[config.mk]
export PLATFORM = sky130hd
export DESIGN_NAME = power_key_descrambler
export DESIGN_NICKNAME = d
export VERILOG_FILES = /design/src/rtl/power_key_descrambler.sv
export SDC_FILE = /design/constraint.sdc
export NUM_CORES = 1
export LEC_CHECK = 0
export ABC_AREA = 1
export BUFFER_PORTS_ARGS = -buffer_cell sky130_fd_sc_hd__buf_2
export CAP_MARGIN = 25
export CELL_PAD_IN_SITES_DETAIL_PLACEMENT = 0
export CELL_PAD_IN_SITES_GLOBAL_PLACEMENT = 1
export CORE_MARGIN = 2
export CORE_UTILIZATION = 40
export CTS_BUF_LIST = sky130_fd_sc_hd__clkbuf_8
export CTS_CLUSTER_DIAMETER = 60
export DETAILED_ROUTE_END_ITERATION = 6
export PLACE_DENSITY_LB_ADDON = 0.12
export SLEW_MARGIN = 20
export SYNTH_ARGS = -nofsm -noshare
export SYNTH_HDL_FRONTEND = slang
export SYNTH_SLANG_ARGS = --single-unit
[constraint.sdc]
create_clock -name clk -period 1.8 [get_ports clk]
set_clock_uncertainty 0.05 [all_clocks]
set_input_delay 0.27 -clock clk [delete_from_list [all_inputs] [get_ports clk]]
set_output_delay 0.27 -clock clk [all_outputs]
set_load 0.02 [all_outputs]
[src/rtl/power_key_descrambler.sv]
// power_key_descrambler
//   Receive-side partner of the per-bit key-masking encoder
//   (enc = d ^ ((a^b) & (a^c))). It regenerates the key from a local 16-bit
//   LFSR kept in lockstep with the transmitter, unmasks each accepted bit and
//   deserializes LSB-first into WIDTH-bit words.
//
//   Optional feature macro: POWER_DESCR_PARITY_EN
//     defined   : each link word is WIDTH data bits plus one even-parity bit;
//                 out_perr flags a parity mismatch for the current out_word.
//     undefined : words are WIDTH bits and out_perr is tied to 0.
//
// Ports
//   clk, rst_n        clock (rising edge), asynchronous active-low reset
//   seed_load/val     one-cycle pulse loads a new LFSR seed and resynchronises
//   in_valid/ready    serial encoded-bit handshake, in_bit carries the bit
//   out_valid/ready   word handshake, out_word bit 0 = first bit received
//   out_perr          parity error flag, valid with out_valid
module power_key_descrambler #(
  parameter int unsigned WIDTH        = 8,
  parameter logic [15:0] DEFAULT_SEED = 16'hACE1
) (
  input  logic             clk,
  input  logic             rst_n,
  input  logic             seed_load,
  input  logic [15:0]      seed_val,
  input  logic             in_valid,
  input  logic             in_bit,
  output logic             in_ready,
  output logic             out_valid,
  output logic [WIDTH-1:0] out_word,
  input  logic             out_ready,
  output logic             out_perr
);

`ifdef POWER_DESCR_PARITY_EN
  localparam int unsigned WordLen = WIDTH + 1;
`else
  localparam int unsigned WordLen = WIDTH;
`endif
  localparam int unsigned CntW = $clog2(WordLen);
  localparam logic [CntW-1:0] LastCnt = CntW'(WordLen - 1);
  // An all-zero LFSR would lock up, so zero seeds are replaced by 1.
  localparam logic [15:0] ResetSeed = (DEFAULT_SEED == 16'h0000) ? 16'h0001 : DEFAULT_SEED;

  typedef enum logic [0:0] {StRun, StResync} state_e;

  function automatic logic [15:0] lfsr_next(input logic [15:0] s);
    return {s[14:0], s[15] ^ s[13] ^ s[12] ^ s[10]};
  endfunction

  state_e          state_q, state_d;
  logic [15:0]     lfsr_q, lfsr_d;
  logic [CntW-1:0] bit_cnt_q, bit_cnt_d;
  logic [WIDTH-1:0] shift_q, shift_d;
  logic             out_valid_q, out_valid_d;
  logic [WIDTH-1:0] out_word_q, out_word_d;
  logic             out_perr_q, out_perr_d;

  logic             key;
  logic             dec_bit;
  logic             last_bit;
  logic             accept;
  logic [WIDTH-1:0] word_asm;

  // Key comes from the pre-advance LFSR state.
  assign key      = (lfsr_q[0] ^ lfsr_q[5]) & (lfsr_q[0] ^ lfsr_q[11]);
  assign dec_bit  = in_bit ^ key;
  assign last_bit = (bit_cnt_q == LastCnt);
  // Stall only the word-completing bit while an unaccepted word is pending.
  assign in_ready = (state_q == StRun) & ~seed_load & ~(last_bit & out_valid_q & ~out_ready);
  assign accept   = in_valid & in_ready;

  always_comb begin
    word_asm = shift_q;
    for (int unsigned i = 0; i < WIDTH; i++) begin
      if (bit_cnt_q == CntW'(i)) word_asm[i] = dec_bit;
    end
  end

  always_comb begin
    state_d     = StRun;
    lfsr_d      = lfsr_q;
    bit_cnt_d   = bit_cnt_q;
    shift_d     = shift_q;
    out_valid_d = out_valid_q;
    out_word_d  = out_word_q;
    out_perr_d  = out_perr_q;

    if (seed_load) begin
      state_d   = StResync;
      lfsr_d    = (seed_val == 16'h0000) ? 16'h0001 : seed_val;
      bit_cnt_d = '0;
      shift_d   = '0;
    end else if (accept) begin
      lfsr_d = lfsr_next(lfsr_q);
      if (last_bit) begin
        bit_cnt_d = '0;
        shift_d   = '0;
      end else begin
        bit_cnt_d = bit_cnt_q + 1'b1;
        shift_d   = word_asm;
      end
    end

    // A completing word can only be accepted when the output slot is free or
    // being drained this cycle, so loading overrides the clear.
    if (accept && last_bit) begin
      out_valid_d = 1'b1;
      out_word_d  = word_asm;
`ifdef POWER_DESCR_PARITY_EN
      // Parity bit is the last one on the link and never lands in shift_q.
      out_perr_d  = (^shift_q) ^ dec_bit;
`endif
    end else if (out_valid_q && out_ready) begin
      out_valid_d = 1'b0;
    end
  end

  always_ff @(posedge clk or negedge rst_n) begin
    if (!rst_n) begin
      state_q     <= StRun;
      lfsr_q      <= ResetSeed;
      bit_cnt_q   <= '0;
      shift_q     <= '0;
      out_valid_q <= 1'b0;
      out_word_q  <= '0;
      out_perr_q  <= 1'b0;
    end else begin
      state_q     <= state_d;
      lfsr_q      <= lfsr_d;
      bit_cnt_q   <= bit_cnt_d;
      shift_q     <= shift_d;
      out_valid_q <= out_valid_d;
      out_word_q  <= out_word_d;
      out_perr_q  <= out_perr_d;
    end
  end

  assign out_valid = out_valid_q;
  assign out_word  = out_word_q;
  assign out_perr  = out_perr_q;

endmodule

==> impl_results.md <==
* Outcome: complete, no violations
* CTS tree: yes
* IO Count at 33
* Layout Nets at 336
* Placed Area at 2200 um^2
* FP Rows at 25
* YS warnings at 0
* TritonRoute pass-1 iters at 4
* Clk Tree Root Cell: clkbuf_8
* Core area at 4720 um^2
* Synthesized area per cell at 7.41 um^2
* Area grow syn2layout at 23.8%
* Number of global-route vias before repair at 1626
* Vias at 1713
* GPL Wtd Cong at 0.730
* Number of max-cap violations at 0
* GRT Total Usage at 17.7%
* Bufs on Longest Clock Path at 2
* Crit Path Max Fanout at 3
* Commonest non-fill, non-tap cell in the layout: nand2_1
* Mapped Nets at 293
* Routed len/inst at 11.0 um
* Reg clk slew, reported paths at 0.08 ns
* Post-DR vias/cell at 4.56
* Finished Cell Area at 2430 um^2
* Detailed Route Iter0 Violations at 112
* Mapped cell area at 1960 um^2
* WS Path Type: reg -> out
* Clk Latency, worst-skew pair at 0.29 ns
* Asr flop ratio synth at 100%
* DP HPWL at 2890 um
* Largest net degree at the start of global routing at 37
* Flip-flop and latch area at 911 um^2
* Gr ovfl total at 0
* Post-synth top flop: dfrtp_1
* Initial antenna violation count at 0
* Peak Freq at 0.576 GHz
* Die Footprint at 5490 um^2
* Footprint of the multi-input gates at 920 um^2
* RSZ-0062 raised after global routing: true
* FF+latch count, synth at 36
* Num CTS Buffers at 5
* Leakage at 0.00133 uW
* Chip width at 74.1 um
* ANT nets after route at 0
* Synth area leader: dfrtp_1
* Synth Instances at 265
* Diodes inserted at 0
* Post-synth EDFFs at 0
* Starting density of the core at 41.6%
* WHS at 0.232 ns
* Peak supply drop at 0.314 mV
* # setup viols final at 0
* Layout cells sized above 1 at 23.9%
* Global-route wire length before repair at 7380 um
* Top-area cell type share of the netlist area at 35.7%
* TritonCTS Sinks at 36
* Worst setup SP type: register
* Slew Limit Fails at 0
* Pwr Density at 795 nW/um^2
* Count of input and output buffers at 31
* Seq/Total Area, Yosys at 46.4%
* H-tree depth at 2
* Largest cells by area after synthesis: dfrtp_1, nand2_1, dfstp_2, o21ai_0, nand3_1
* Tcrit/Tclk final at 96.5%
* Commonest non-fill, non-tap cells in the layout: nand2_1, inv_1, buf_2, o21ai_0, dfrtp_1
* Worst hold path class: in -> reg
* Fill count at 469
* Die height at 74.1 um
* Critical path required time at 1.48 ns
* Library cells used by synthesis at 20
* Minimum clock period at 1.74 ns
* Remaining DRCs at 0
* Hold Vio Cnt, Final at 0
* Arrival time worst endpoint at 1.42 ns
* Critical Path Sink Type: output port
* DRT Wirelength at 4150 um
==> per-layer routing <==
| metal | wire, um | vias to the layer above | global-route usage [%] |
|---|---|---|---|
| met4 | 43 | 0 | 5.45 |
| met3 | 152 | 6 | 4.74 |
| met5 | 0 | - | 0 |
| met2 | 2040 | 29 | 30.5 |
| met1 | 1910 | 765 | 21.6 |
| li1 | - | 913 | - |
==> final cells by class <==
| cell class | count | area share [%] |
|---|---|---|
| multi-input cells | 189 | 37.8 |
| flip-flops and latches | 36 | 37.4 |
| repair buffers | 44 | 11.8 |
| inverters | 32 | 4.94 |
| well taps | 67 | 3.45 |
| clock buffers | 5 | 2.83 |
| clock inverters | 3 | 1.75 |
==> cells in the mapped netlist (3+ instances only) <==
cell type and n:
o21ai_0 29, o21ai_1 3, nand2_1 97, nand3_1 27, inv_1 32, buf_2 3
ha_1 6, or2_2 7, dfrtp_1 28, dfstp_2 8, nor2_1 13
==> timing repair <==
item | in CTS | in global routing
endpoints found under the setup margin | 1 | 2
hold buffers | 1 | 0
pin swaps | 2 | 2
gates resized for setup | 8 | 3
setup buffers | 7 | 1
hold endpoints to repair | 28 | 0
==> critical path: stages (launching register included) <==
cell and delay, ns:
dfrtp_1 0.39, ha_2 0.21, ha_4 0.17, nand3_4 0.09
nand2_4 0.06, nor2_4 0.09, buf_6 0.12
==> flip-flops by register name (all words and copies together), names as in the netlist <==
signal / flops
bit_cnt_q: 3
lfsr_q: 16
out_valid: 1
out_word: 8
shift_q: 7
state_q: 1
==> power by group <==
| part | internal [uW] | total, uW | switching [uW] | leakage, uW |
|---|---|---|---|---|
| Sequential | 884 | 914 | 29.5 | 0.000459 |
| Clock | 410 | 711 | 301 | 0.0000541 |
| Combinational | 120 | 309 | 189 | 0.000820 |
| Total | 1410 | 1930 | 520 | 0.00133 |
==> through the flow <==
stage	std cells	total power (uW)	setup WS, ns	setup TNS [ns]	utilization, %
after floorplan	265	1120	0.194	0	-
after global placement	359	1220	0.181	0	46.6
after detailed placement	359	1220	0.143	0	46.6
after CTS	375	1960	0.000207	0	51.1
after global routing	376	2060	-0.0116	-0.0137	51.5
final	376	1930	0.0633	0	51.5
==> worst paths after layout <==
kind | startpoint | to | slack (ns) | cells after the start
setup reg to reg | bit_cnt_q[0] | bit_cnt_q[1] | 0.08 | 11
min in group asynchronous | rst_n | out_word[3] | 0.42 | 3
hold reg to reg | out_word[0] | out_word[0] | 0.42 | 2
setup / recovery | bit_cnt_q[0] | in_ready | 0.06 | 6
hold / removal | out_ready | out_valid | 0.23 | 4
max in group asynchronous | rst_n | lfsr_q[15] | 1.01 | 3
==> cells by family (layout without fill, tap and decap cells) <==
family / after synthesis / count (layout) / synth area share [%]
fa+ha+maj: 6 / 6 / 3.82
flops: 36 / 36 / 46.4
buf+inv: 40 / 84 / 8.98
compound gates: 33 / 33 / 8.47
simple gates: 149 / 149 / 32.2
other cells: 1 / 1 / 0.191
No activity file was read; power rests on OpenSTA's default activity.
